[src/rtl/uart_pkg.sv]
// ---------------------------------------------------------------------------
// uart_pkg
// Shared definitions for the UART receive path:
//   - rx_state_e     : receiver FSM state encoding
//   - PAR_NONE/ODD/EVEN : ParityType encodings (2'b11 decodes as "none")
//   - parity_enabled : true when a parity bit is present in the frame
//   - parity_error   : parity check on XOR(data bits, parity bit)
// ---------------------------------------------------------------------------
package uart_pkg;

    typedef enum logic [2:0] {
        IDLE   = 3'd0,
        START  = 3'd1,
        DATA   = 3'd2,
        PARITY = 3'd3,
        STOP   = 3'd4,
        BREAK  = 3'd5
    } rx_state_e;

    localparam logic [1:0] PAR_NONE = 2'b00;
    localparam logic [1:0] PAR_ODD  = 2'b01;
    localparam logic [1:0] PAR_EVEN = 2'b10;

    function automatic logic parity_enabled(input logic [1:0] mode);
        return (mode == PAR_ODD) || (mode == PAR_EVEN);
    endfunction

    // xor_all is the XOR of every data bit and the received parity bit.
    function automatic logic parity_error(input logic [1:0] mode, input logic xor_all);
        logic err;
        case (mode)
            PAR_ODD:  err = ~xor_all;
            PAR_EVEN: err = xor_all;
            default:  err = 1'b0;
        endcase
        return err;
    endfunction

endpackage

[src/rtl/uart_rx_sync.sv]
// ---------------------------------------------------------------------------
// uart_rx_sync
// SYNC_STAGES-deep flop chain bringing an asynchronous serial line into the
// clk_i domain. Resets to 1 so an idle (high) line never looks like a start
// bit while coming out of reset. Shared with the transmitter loopback path.
//
// Ports:
//   clk_i   in  system clock
//   rst_ni  in  asynchronous active-low reset
//   async_i in  asynchronous serial line
//   sync_o  out synchronised line (SYNC_STAGES cycles of latency)
// ---------------------------------------------------------------------------
module uart_rx_sync #(
    parameter int SYNC_STAGES = 2
) (
    input  logic clk_i,
    input  logic rst_ni,
    input  logic async_i,
    output logic sync_o
);

    logic [SYNC_STAGES-1:0] sync_q;

    always_ff @(posedge clk_i or negedge rst_ni) begin
        if (!rst_ni) begin
            sync_q <= '1;
        end else begin
            sync_q <= {sync_q[SYNC_STAGES-2:0], async_i};
        end
    end

    assign sync_o = sync_q[SYNC_STAGES-1];

endmodule

[src/rtl/uart_rx_deserializer.sv]
// ---------------------------------------------------------------------------
// uart_rx_deserializer
// Oversampled UART receiver. Deserialises DATA_W data bits (LSB first), an
// optional parity bit and one or two stop bits, then presents the word with
// parity/framing status on a valid/ready interface. A frame completing while
// the previous word is still unaccepted is dropped and flagged by a one-cycle
// OverrunErr pulse. A framing error on an all-zero word is treated as a line
// break: the receiver parks until the line returns high.
//
// Build option:
//   RX_MAJORITY_VOTE_EN  each bit decision is the 2-of-3 vote of three
//                        consecutive oversampling ticks around mid-bit;
//                        undefined = single sample at mid-bit.
//
// Ports:
//   Clk         in   system clock (posedge)
//   ResetN      in   asynchronous active-low reset
//   BaudTick    in   oversampling enable, OVERSAMPLE pulses per bit
//   RxIn        in   asynchronous serial line, idle high
//   ParityType  in   00 none, 01 odd, 10 even, 11 none
//   StopBits    in   0 = one stop bit, 1 = two stop bits
//   DataOut     out  received word
//   DataValid   out  DataOut/ParityErr/FrameErr valid
//   DataReady   in   consumer accepts when DataValid && DataReady
//   ParityErr   out  parity mismatch for the word on DataOut
//   FrameErr    out  a stop bit was sampled low for the word on DataOut
//   OverrunErr  out  one-cycle pulse when a completed frame is dropped
// ---------------------------------------------------------------------------
module uart_rx_deserializer
    import uart_pkg::*;
#(
    parameter int DATA_W      = 8,
    parameter int OVERSAMPLE  = 16,
    parameter int SYNC_STAGES = 2
) (
    input  logic              Clk,
    input  logic              ResetN,
    input  logic              BaudTick,
    input  logic              RxIn,
    input  logic [1:0]        ParityType,
    input  logic              StopBits,
    output logic [DATA_W-1:0] DataOut,
    output logic              DataValid,
    input  logic              DataReady,
    output logic              ParityErr,
    output logic              FrameErr,
    output logic              OverrunErr
);

    localparam int CNT_W = $clog2(OVERSAMPLE);
    localparam int BIT_W = $clog2(DATA_W);

`ifdef RX_MAJORITY_VOTE_EN
    // The counter runs one tick ahead of the single-sample build, so the vote
    // window (mid-1, mid, mid+1) closes on the same tick where the
    // single-sample build decides. Bit boundaries and latency are unchanged;
    // mid+1 of a data bit is counter value 0 after the natural wrap.
    localparam logic [CNT_W-1:0] START_PT = CNT_W'(OVERSAMPLE / 2);
    localparam logic [CNT_W-1:0] BIT_PT   = '0;
    localparam logic [CNT_W-1:0] CNT_CLR  = CNT_W'(1);
`else
    localparam logic [CNT_W-1:0] START_PT = CNT_W'(OVERSAMPLE / 2 - 1);
    localparam logic [CNT_W-1:0] BIT_PT   = CNT_W'(OVERSAMPLE - 1);
    localparam logic [CNT_W-1:0] CNT_CLR  = '0;
`endif

    logic rx_sync;
    logic bit_val;

    rx_state_e         state_q, state_d;
    logic [CNT_W-1:0]  cnt_q, cnt_d;
    logic [DATA_W-1:0] shift_q, shift_d;
    logic [BIT_W-1:0]  bitcnt_q, bitcnt_d;
    logic [1:0]        par_mode_q, par_mode_d;
    logic              two_stop_q, two_stop_d;
    logic              perr_q, perr_d;
    logic              ferr_q, ferr_d;

    logic [DATA_W-1:0] dout_q, dout_d;
    logic              valid_q, valid_d;
    logic              perr_out_q, perr_out_d;
    logic              ferr_out_q, ferr_out_d;
    logic              ovr_q, ovr_d;

    logic              start_pt;
    logic              bit_pt;
    logic              frame_done;
    logic              frame_ferr;

    // ---- line synchroniser ----
    uart_rx_sync #(
        .SYNC_STAGES(SYNC_STAGES)
    ) u_sync (
        .clk_i  (Clk),
        .rst_ni (ResetN),
        .async_i(RxIn),
        .sync_o (rx_sync)
    );

    // ---- bit decision ----
`ifdef RX_MAJORITY_VOTE_EN
    // Line values seen on the two previous ticks; combined with the current
    // tick they form the three-sample vote.
    logic [1:0] hist_q;

    always_ff @(posedge Clk or negedge ResetN) begin
        if (!ResetN) begin
            hist_q <= 2'b11;
        end else if (BaudTick) begin
            hist_q <= {hist_q[0], rx_sync};
        end
    end

    assign bit_val = (hist_q[1] & hist_q[0]) |
                     (hist_q[1] & rx_sync)   |
                     (hist_q[0] & rx_sync);
`else
    assign bit_val = rx_sync;
`endif

    assign start_pt = BaudTick && (cnt_q == START_PT);
    assign bit_pt   = BaudTick && (cnt_q == BIT_PT);

    // ---- receive FSM: next state ----
    always_comb begin
        state_d    = state_q;
        cnt_d      = cnt_q;
        shift_d    = shift_q;
        bitcnt_d   = bitcnt_q;
        par_mode_d = par_mode_q;
        two_stop_d = two_stop_q;
        perr_d     = perr_q;
        ferr_d     = ferr_q;
        frame_done = 1'b0;
        frame_ferr = ferr_q;

        if (BaudTick) begin
            cnt_d = cnt_q + CNT_W'(1);
        end

        case (state_q)
            IDLE: begin
                if (BaudTick && !rx_sync) begin
                    cnt_d   = CNT_CLR;
                    state_d = START;
                end
            end

            START: begin
                if (start_pt) begin
                    if (bit_val) begin
                        state_d = IDLE;
                    end else begin
                        // Frame format is frozen for the rest of this frame.
                        par_mode_d = ParityType;
                        two_stop_d = StopBits;
                        cnt_d      = CNT_CLR;
                        bitcnt_d   = '0;
                        perr_d     = 1'b0;
                        ferr_d     = 1'b0;
                        state_d    = DATA;
                    end
                end
            end

            DATA: begin
                if (bit_pt) begin
                    shift_d = {bit_val, shift_q[DATA_W-1:1]};
                    if (bitcnt_q == BIT_W'(DATA_W - 1)) begin
                        bitcnt_d = '0;
                        state_d  = parity_enabled(par_mode_q) ? PARITY : STOP;
                    end else begin
                        bitcnt_d = bitcnt_q + BIT_W'(1);
                    end
                end
            end

            PARITY: begin
                if (bit_pt) begin
                    perr_d  = parity_error(par_mode_q, (^shift_q) ^ bit_val);
                    state_d = STOP;
                end
            end

            STOP: begin
                if (bit_pt) begin
                    frame_ferr = ferr_q | ~bit_val;
                    ferr_d     = frame_ferr;
                    if (two_stop_q && (bitcnt_q == '0)) begin
                        bitcnt_d = BIT_W'(1);
                    end else begin
                        frame_done = 1'b1;
                        // Low stop with an all-zero word is a break condition.
                        state_d = (frame_ferr && (shift_q == '0)) ? BREAK : IDLE;
                    end
                end
            end

            BREAK: begin
                if (rx_sync) begin
                    state_d = IDLE;
                end
            end

            default: begin
                state_d = IDLE;
            end
        endcase
    end

    // ---- output holding register ----
    always_comb begin
        dout_d     = dout_q;
        valid_d    = valid_q;
        perr_out_d = perr_out_q;
        ferr_out_d = ferr_out_q;
        ovr_d      = 1'b0;

        if (valid_q && DataReady) begin
            valid_d = 1'b0;
        end

        if (frame_done) begin
            // A handshake in the same cycle frees the register for the new word.
            if (!valid_q || DataReady) begin
                dout_d     = shift_q;
                perr_out_d = perr_q;
                ferr_out_d = frame_ferr;
                valid_d    = 1'b1;
            end else begin
                ovr_d = 1'b1;
            end
        end
    end

    always_ff @(posedge Clk or negedge ResetN) begin
        if (!ResetN) begin
            state_q    <= IDLE;
            cnt_q      <= '0;
            shift_q    <= '0;
            bitcnt_q   <= '0;
            par_mode_q <= PAR_NONE;
            two_stop_q <= 1'b0;
            perr_q     <= 1'b0;
            ferr_q     <= 1'b0;
            dout_q     <= '0;
            valid_q    <= 1'b0;
            perr_out_q <= 1'b0;
            ferr_out_q <= 1'b0;
            ovr_q      <= 1'b0;
        end else begin
            state_q    <= state_d;
            cnt_q      <= cnt_d;
            shift_q    <= shift_d;
            bitcnt_q   <= bitcnt_d;
            par_mode_q <= par_mode_d;
            two_stop_q <= two_stop_d;
            perr_q     <= perr_d;
            ferr_q     <= ferr_d;
            dout_q     <= dout_d;
            valid_q    <= valid_d;
            perr_out_q <= perr_out_d;
            ferr_out_q <= ferr_out_d;
            ovr_q      <= ovr_d;
        end
    end

    assign DataOut    = dout_q;
    assign DataValid  = valid_q;
    assign ParityErr  = perr_out_q;
    assign FrameErr   = ferr_out_q;
    assign OverrunErr = ovr_q;

endmodule
[config.mk]
export PLATFORM = sky130hd
export DESIGN_NAME = uart_rx_deserializer
export DESIGN_NICKNAME = d
export VERILOG_FILES = /design/src/rtl/uart_pkg.sv /design/src/rtl/uart_rx_sync.sv /design/src/rtl/uart_rx_deserializer.sv
export SDC_FILE = /design/constraint.sdc
export NUM_CORES = 1
export LEC_CHECK = 0
export ABC_AREA = 1
export BUFFER_PORTS_ARGS = -buffer_cell sky130_fd_sc_hd__buf_4
export CELL_PAD_IN_SITES_DETAIL_PLACEMENT = 1
export CELL_PAD_IN_SITES_GLOBAL_PLACEMENT = 1
export CORE_ASPECT_RATIO = 0.8
export CORE_MARGIN = 2
export CORE_UTILIZATION = 35
export DETAILED_ROUTE_END_ITERATION = 16
export GPL_TIMING_DRIVEN = 0
export HOLD_SLACK_MARGIN = 0.08
export PLACE_DENSITY = 0.73
export SKIP_CTS_REPAIR_TIMING = 1
export SLEW_MARGIN = 40
export SYNTH_ARGS = -nofsm -noshare
export SYNTH_HDL_FRONTEND = slang
export SYNTH_SLANG_ARGS = --single-unit
[constraint.sdc]
create_clock -name Clk -period 1.7 [get_ports Clk]
set_input_delay 0.34 -clock Clk [delete_from_list [all_inputs] [get_ports Clk]]
set_output_delay 0.34 -clock Clk [all_outputs]
set_load 0.02 [all_outputs]
# Yosys cells after proc, flatten, opt, wreduce, memory -nomap -nowiden
# Index checks and enable logic that the tools add are counted.
[classes]
add_sub_neg = 2
eq_ne = 20
muxes = 40
bitwise_logic = 4
reduce_logical = 24
[ops]
columns = ["operator", "count"]
rows = [
  ["two-way mux 3 bit", 16],
  ["!= test 2 bit, second input constant", 9],
  ["one-hot mux 3 bit (6 select lines)", 1],
  ["two-way mux 4 bit", 4],
  ["two-way mux 1 bit", 13],
  ["equality test 3 bit, second input constant", 3],
  ["one-hot mux 3 bit (3 select lines)", 1],
  ["zero test 8 bit", 1],
  ["one-hot mux 4 bit (2 select lines)", 1],
  ["AND reduction 8 bit", 1],
  ["XOR reduction 8 bit", 1],
  ["equality test 3 x 2 -> 1 bit, second input constant", 2],
  ["logical AND 1 bit", 6],
  ["zero test 3 bit", 2],
  ["one-hot mux 1 bit (2 select lines)", 3],
  ["AND reduction 3 bit", 2],
  ["AND reduction 6 bit", 1],
  ["adder 4 x 1 -> 4 bit, second input constant", 1],
  ["equality test 4 x 3 -> 1 bit, second input constant", 1],
  ["equality test 4 bit, second input constant", 1],
  ["AND reduction 2 bit", 2],
  ["AND reduction 4 bit", 1],
  ["nonzero test 2 bit", 2],
  ["adder 3 x 1 -> 3 bit, second input constant", 1],
  ["other kinds (11)", 14],
]
[totals]
register_bits = 37
in_bits = 8
out_inout_bits = 12
word_cells = 104

# Logic depth before layout (Yosys ltp)
# Gate-level depths: netlist of the first run.
[logic_depth]
word_depth = 7
mapped_depth = 11
depth_no_buf = 11

# Cells and area by module
# From an unflattened synthesis of the first run, not the netlist that was laid out.
[hier_totals]
cells_unflattened = 249
area_unflattened_um2 = 2088.3
[by_module_without_submodules]
columns = ["module", "n_inst", "cells_per_inst", "area_each_um2", "seq_area_each_um2"]
rows = [
  ["uart_rx_deserializer", 1, 247, 2035.7, 875.8],
  ["uart_rx_sync", 1, 2, 52.6, 52.6],
]

# Least setup slack after synthesis of the first run
# Ideal clock, no wire load.
[synth_path]
kind = "reg-to-reg"
start = "register cnt_q[0]"
end = "register ferr_out_q (netlist: FrameErr)"
setup_time_ns = 0.129
arrival_ns = 1.229
required_ns = 1.571
path_slack_ns = 0.342
path_stages_with_launch = 8
n_path_buf = 1
synth_period_minus_slack_ns = 1.358
path_cell_list = "dfrtp_1 ha_1 nand3_2 nor2_4 nand3_2 buf_6 nor2_1 a21boi_2"
[synth_between]
elab_chain_cells = 5
word_cells_on_any_way = 7
cone_classes = "eq/ne: 1; mux: 4; reduce/logical: 2"
[synth_lines]
columns = ["item", "line_no", "source"]
rows = [
  ["from (decl)", "uart_rx_deserializer.sv:71", "logic [CNT_W-1:0] cnt_q, cnt_d;"],
  ["from (signal assigned)", "uart_rx_deserializer.sv:253", "cnt_q <= cnt_d;"],
  ["equality test 4 bit (*)", "uart_rx_deserializer.sv:122", "assign bit_pt = BaudTick && (cnt_q == BIT_PT);"],
  ["logical AND 1 bit (*)", "uart_rx_deserializer.sv:122", ""],
  ["two-way mux 1 bit", "uart_rx_deserializer.sv:186", "if (bit_pt) begin"],
  ["two-way mux 1 bit", "uart_rx_deserializer.sv:141", "case (state_q)"],
  ["AND reduction 2 bit (no line)", "n/a", ""],
  ["to (signal assigned)", "uart_rx_deserializer.sv:263", "ferr_out_q <= ferr_out_d;"],
  ["to (decl)", "uart_rx_deserializer.sv:82", "logic ferr_out_q, ferr_out_d;"],
]
# Every way passes the cells marked *; elsewhere a longest branch is shown, timed or not.
# A chain may end at the register's enable or synchronous reset.

# Final worst setup path of the first run
[layout_path]
start = "register cnt_q[1]"
end = "register shift_q[6]"
[layout_between]
elab_chain_cells = 3
[layout_lines]
columns = ["item", "line_no", "source"]
rows = [
  ["equality test 4 bit", "uart_rx_deserializer.sv:122", ""],
  ["logical AND 1 bit", "uart_rx_deserializer.sv:122", ""],
  ["AND reduction 2 bit (no line)", "n/a", ""],
  ["to (signal assigned)", "uart_rx_deserializer.sv:254", "shift_q <= shift_d;"],
  ["to (decl)", "uart_rx_deserializer.sv:72", "logic [DATA_W-1:0] shift_q, shift_d;"],
]
# Every way passes these cells.

==> flow_metrics.env, run 1 <==
export IMPL_outcome="finished, final reports clean"
export IMPL_final_nets=292
export IMPL_synth_common_cells="nand2_1, inv_1, dfrtp_1"
export IMPL_max_slew_margin_rel_pct=68.6
export IMPL_core_region_area_mm2=0.00550
export IMPL_initial_utilization_pct=36.7
export IMPL_synth_area_leader_cell="dfrtp_1"
export IMPL_finalMaxSlewViolations=0
export IMPL_floorplan_die_width_um=88.8
export IMPL_tightestPinTransition_ns=0.470
export IMPL_drt_initial_drc_count=77
export IMPL_grt_resource_usage_total_pct=16.2
export IMPL_netlist_cell_type_count=29
export IMPL_powerDensity_mw_per_mm2=1140
export IMPL_syn2layout_area_growth_pct=17.5
export IMPL_topRoutingLayerUsed="met4"
export IMPL_clk_root_buffer_cell="clkbuf_8"
export IMPL_post_place_ws_ns=0.0582
export IMPL_synth_nets=266
export IMPL_static_leakage_power_nw=1.16
export IMPL_antenna_cells=0
export IMPL_drt_antenna_violating_nets=0
export IMPL_wl_met3_um=192
export IMPL_total_cts_buffers=5
export IMPL_yosys_top_cells_area="dfrtp_1, nand2_1, inv_1"
export IMPL_core_rowCount=24
export IMPL_timing_final_setup_violations=0
export IMPL_post_drt_wl_per_cell_um=12.9
export IMPL_fp_dieArea_mm2=0.00638
export IMPL_grt_first_pass_wirelength_mm=7.88
export IMPL_drt_wl_total_mm=4.57
export IMPL_route_met2_wl_mm=1.96
export IMPL_number_of_antenna_violations_at_the_first_check_in_global_routing=0
export IMPL_vias_per_cell=4.69
export IMPL_clock_path_buffers=2
export IMPL_r2r_start="cnt_q[1]"
export IMPL_r2r_worst_path_cells=7
export IMPL_synthesis_instances=248
export IMPL_timing_critical_path_arrival_ns=1.77
export IMPL_cts_sinks=37
export IMPL_power_ir_vdd_worst_uv=563
export IMPL_die_h_um=71.9
export IMPL_cp_start_kind="flip-flop"
export IMPL_synth_edff_count=0
export IMPL_period_minus_slack_ns=1.59
export IMPL_worst_setup_hold_path_clk_slew_ns=0.08
export IMPL_fillers=698
export IMPL_port_buffers=18
export IMPL_regToRegSetupSlack_ns=0.11
export IMPL_timing_worst_setup_path_type="reg -> reg"
export IMPL_last_weighted_congestion_value_of_the_routability_driven_placer=0.799
export IMPL_setup_ws_ns=0.109
export IMPL_regToRegEndpoint="shift_q[6]"
export IMPL_cp_slowest_stage_delay_ns=0.38
export IMPL_post_synth_instance_area_mm2=0.00201
export IMPL_overflow=0
export IMPL_via_count_of_the_first_global_routing_pass=1646
export IMPL_h_tree_depth=2
export IMPL_detail_route_drc_violations=0
export IMPL_wl_met1_mm=2.35
export IMPL_synth_most_common_cell="nand2_1"
export IMPL_dominant_synthesized_flop_cell="dfrtp_1"
export IMPL_post_synth_top_area_fraction_pct=43.5
export IMPL_finClkSkew_ns=0.00423
export IMPL_fmaxAchievable_ghz=0.629
export IMPL_grt_setup_unrepaired="no"
export IMPL_yosys_register_bits=37
export IMPL_critical_path_cell_chain="ha_2 -> nand3_2 -> nor2_4 -> nand2_2 -> buf_2 -> nand2_1 -> o21ai_1"
export IMPL_ys_seq_area_share_pct=46.1
export IMPL_critical_path_required_ns=1.88
export IMPL_dr_pass1_iters=4
export IMPL_cpMaxStageDelayCell="dfrtp_1"
export IMPL_synth_async_reset_ratio_pct=100
export IMPL_cts_tree="yes"
export IMPL_layout_drive_gt1_share_pct=21.8
export IMPL_syn_avg_cell_area_um2=8.12
export IMPL_finalCritPeriodShare_pct=93.6
export IMPL_worst_hold_path_type="in -> reg"
export IMPL_crit_fanout=10
export IMPL_timing_final_hold_violations=0
export IMPL_dp_hpwl_mm=3.49
export IMPL_synth_warning_count=0
export IMPL_max_cap_violations=0
export IMPL_via_count=1657
export IMPL_grt_start_max_net_pins=38
export IMPL_io_pins=20
export IMPL_hold_path_startpoint="RxIn"
export IMPL_setup_total_negative_slack_ns=0
export IMPL_hold_path_depth=1
export IMPL_clk_latency_ns=0.30
export IMPL_hold_path_end="u_sync.sync_q[0]"
export IMPL_crit_end_category="flip-flop"
## metal layers
metal	global-route usage [%]	vias to the layer above
met1	24.1	791
met2	23.1	28
li1	-	832
met5	0	-
met4	6.06	0
met3	3.46	6
## worst max-delay path by stage
stage                  to  slack, ns  cells past startpoint         from
3_3_place_gp     cnt_q[1]       0.13                      6     cnt_q[0]
6_report       shift_q[6]       0.11                      7     cnt_q[1]
3_5_place_dp     cnt_q[1]       0.06                      6     cnt_q[0]
5_1_grt          FrameErr      0.001                      9  bitcnt_q[0]
4_1_cts          cnt_q[1]       0.04                      6     cnt_q[0]
2_1_floorplan    FrameErr       0.34                      7     cnt_q[0]
## flip-flops by register name, summed over array words and instances (netlist names)
signal,count
DataOut,8
shift_q,8
cnt_q,4
bitcnt_q,3
state_q,3
par_mode_q,2
u_sync.sync_q,2
DataValid,1
FrameErr,1
OverrunErr,1
ParityErr,1
ferr_q,1
perr_q,1
two_stop_q,1
## cell type report
| cell class | count | area (um^2) | area share [%] |
|---|---|---|---|
| buffer | 4 | 28.8 | 1.22 |
| timing repair buffer | 19 | 145 | 6.13 |
| multi-input combinational | 162 | 907 | 38.3 |
| inverter | 45 | 169 | 7.14 |
| tap | 78 | 97.6 | 4.12 |
| clock inverter | 3 | 22.5 | 0.951 |
| sequential | 37 | 928 | 39.2 |
| clock buffer | 5 | 68.8 | 2.91 |
## worst max-delay path, delay by kind of cell (launching register included)
family                   cells  cell delay (ns)
AO/OA/AOI/OAI                1             0.06
flip-flops                   1             0.38
adder cells (fa/ha/maj)      1             0.25
AND/OR/NAND/NOR              4             0.55
buffers and inverters        1             0.23
## per-stage QoR
step	hold slack (ns)	instance area, um^2	power [W]	util [%]	std cells
after floorplan	0.0444	2010	0.00182	-	248
after global routing	0.129	2370	0.00294	43.1	353
after global placement	0.334	2250	0.00202	40.9	344
after CTS	0.0136	2340	0.00271	42.6	352
after detailed placement	0.339	2250	0.00206	40.9	344
final	0.146	2370	0.00271	43.1	353
## logic make-up after synthesis
family                   Yosys count  synth area share, %
AO/OA/AOI/OAI                     31                 8.76
XOR/XNOR                           3                 1.30
adder cells (fa/ha/maj)           10                 6.21
buffers and inverters             49                 9.81
flip-flops                        37                 46.1
AND/OR/NAND/NOR                  118                 27.8
## report_power, final
part	internal [W]	switching [W]
Clock	0.000288	0.000352
Combinational	0.000322	0.000629
Sequential	0.000991	0.000128
## placed cells by master, fill, tap and decap left out, types with 8 or more instances in the layout
master	synthesis	routed
buf_4	1	19
nor2_1	11	11
nand2_1	68	68
o21ai_1	20	20
ha_1	10	9
inv_2	8	8
inv_1	36	36
nand3_1	17	17
dfrtp_1	35	35
No activity file was read; power rests on OpenSTA's default activity.
==> inputs of run 2 (changes only) <==
CORE_ASPECT_RATIO = default   (was 0.8)
==> flow_metrics.env, run 2 (same netlist as run 1, synthesis figures left out) <==
export IMPL_outcome="finished, final reports clean"
export IMPL_detail_route_drc_violations=0
export IMPL_core_region_area_mm2=0.00554
export IMPL_final_nets=292
export IMPL_powerDensity_mw_per_mm2=1130
export IMPL_dp_hpwl_mm=3.39
export IMPL_grt_resource_usage_total_pct=15.9
export IMPL_power_ir_vdd_worst_uv=521
export IMPL_layout_drive_gt1_share_pct=21.5
export IMPL_drt_antenna_violating_nets=0
export IMPL_layout_common_cells="nand2_1, inv_1, dfrtp_1"
export IMPL_tightestPinTransition_ns=0.472
export IMPL_syn2layout_area_growth_pct=17.0
export IMPL_fin_util_pct=42.5
export IMPL_max_slew_margin_rel_pct=68.5
export IMPL_port_buffers=18
export IMPL_cp_startpoint="cnt_q[0]"
export IMPL_clk_root_buffer_cell="clkbuf_8"
export IMPL_period_minus_slack_ns=1.55
export IMPL_drt_initial_drc_count=58
export IMPL_power_w=0.00267
export IMPL_timing_final_hold_violations=0
export IMPL_setup_total_negative_slack_ns=0
export IMPL_crit_end_category="flip-flop"
export IMPL_via_count=1624
export IMPL_timing_final_setup_violations=0
export IMPL_overflow=0
export IMPL_fillers=697
export IMPL_final_common_cell="nand2_1"
export IMPL_cp_start_kind="flip-flop"
export IMPL_clk_latency_ns=0.30
export IMPL_die_h_um=79.9
export IMPL_setup_ws_ns=0.146
export IMPL_fin_worst_hold_slack_ns=0.142
export IMPL_clock_path_buffers=2
export IMPL_grt_first_pass_wirelength_mm=7.78
export IMPL_worst_setup_hold_path_clk_slew_ns=0.08
export IMPL_drt_wl_total_mm=4.40
export IMPL_initial_utilization_pct=36.4
export IMPL_fmaxAchievable_ghz=0.643
export IMPL_finalCritPeriodShare_pct=91.4
export IMPL_post_drt_wl_per_cell_um=12.7
export IMPL_last_weighted_congestion_value_of_the_routability_driven_placer=0.801
export IMPL_via_count_of_the_first_global_routing_pass=1680
export IMPL_static_leakage_power_nw=1.16
export IMPL_cts_tree="yes"
export IMPL_h_tree_depth=2
export IMPL_max_cap_violations=0
export IMPL_crit_fanout=10
export IMPL_vias_per_cell=4.68
export IMPL_core_rowCount=27
export IMPL_finalMaxSlewViolations=0
export IMPL_timing_worst_setup_path_type="reg -> reg"
export IMPL_finClkSkew_ns=0.00752
export IMPL_floorplan_die_width_um=79.9
export IMPL_r2r_start="cnt_q[0]"
export IMPL_dr_pass1_iters=4
export IMPL_antenna_cells=0
export IMPL_fp_dieArea_mm2=0.00638
export IMPL_critical_path_required_ns=1.89
export IMPL_number_of_antenna_violations_at_the_first_check_in_global_routing=0
export IMPL_hold_path_startpoint="RxIn"
export IMPL_total_cts_buffers=5
export IMPL_timing_critical_path_arrival_ns=1.74
export IMPL_grt_start_max_net_pins=38
export IMPL_grt_setup_unrepaired="no"
export IMPL_io_pins=20
export IMPL_worst_hold_path_type="in -> reg"
export IMPL_cts_sinks=37
export IMPL_post_place_ws_ns=0.0908
[run 2: cell types whose count changed in the layout (fill, tap and decap cells not counted)]
cell / change
clkinvlp_4: -1
clkbuf_1: +1
[run 2: path summary, 6_finish.rpt]
path,slack [ns],endpoint,cells after the start
max reg2reg,0.15,shift_q[6],7
min in group asynchronous,0.52,shift_q[6],2
max in group asynchronous,0.83,perr_q,2
min,0.14,u_sync.sync_q[0],1
min reg2reg,0.36,u_sync.sync_q[1],0
max,0.15,shift_q[6],7
[run 2: worst max-delay path: stages (launching register included)]
cell	delay (ns)
dfrtp_1	0.38
ha_2	0.26
nand3_2	0.13
nor2_4	0.20
nand2_2	0.14
buf_2	0.21
nand2_1	0.07
o21ai_1	0.06
[run 2: metal layers]
| layer | global-route usage (%) | routed length (um) | vias to the layer above |
|---|---|---|---|
| li1 | - | - | 833 |
| met1 | 21.1 | 2100 | 768 |
| met2 | 25.1 | 2100 | 17 |
| met3 | 3.73 | 125 | 6 |
| met4 | 6.10 | 77 | 0 |
| met5 | 0 | 0 | - |
[run 2: power breakdown]
part / internal [W] / total (W) / switching, W
Combinational: 0.000322 / 0.000938 / 0.000615
Sequential: 0.000992 / 0.00111 / 0.000122
Clock: 0.000289 / 0.000620 / 0.000331
Total: 0.00160 / 0.00267 / 0.00107
[run 2: layout make-up]
type	instances	area [um^2]	share of cell area, %
multi-input cells	162	907	38.5
inverters	45	169	7.17
clock buffers	6	72.6	3.08
flip-flops and latches	37	928	39.4
repair buffers	19	145	6.16
well taps	72	90.1	3.82
clock inverters	2	15.0	0.637
plain buffers	4	28.8	1.22
[run 2: stage by stage]
step	cell area (um^2)	instances
6_report	2360	347
5_1_grt	2360	347
4_1_cts	2330	346
3_5_place_dp	2240	338
3_3_place_gp	2240	338
2_1_floorplan	2010	248
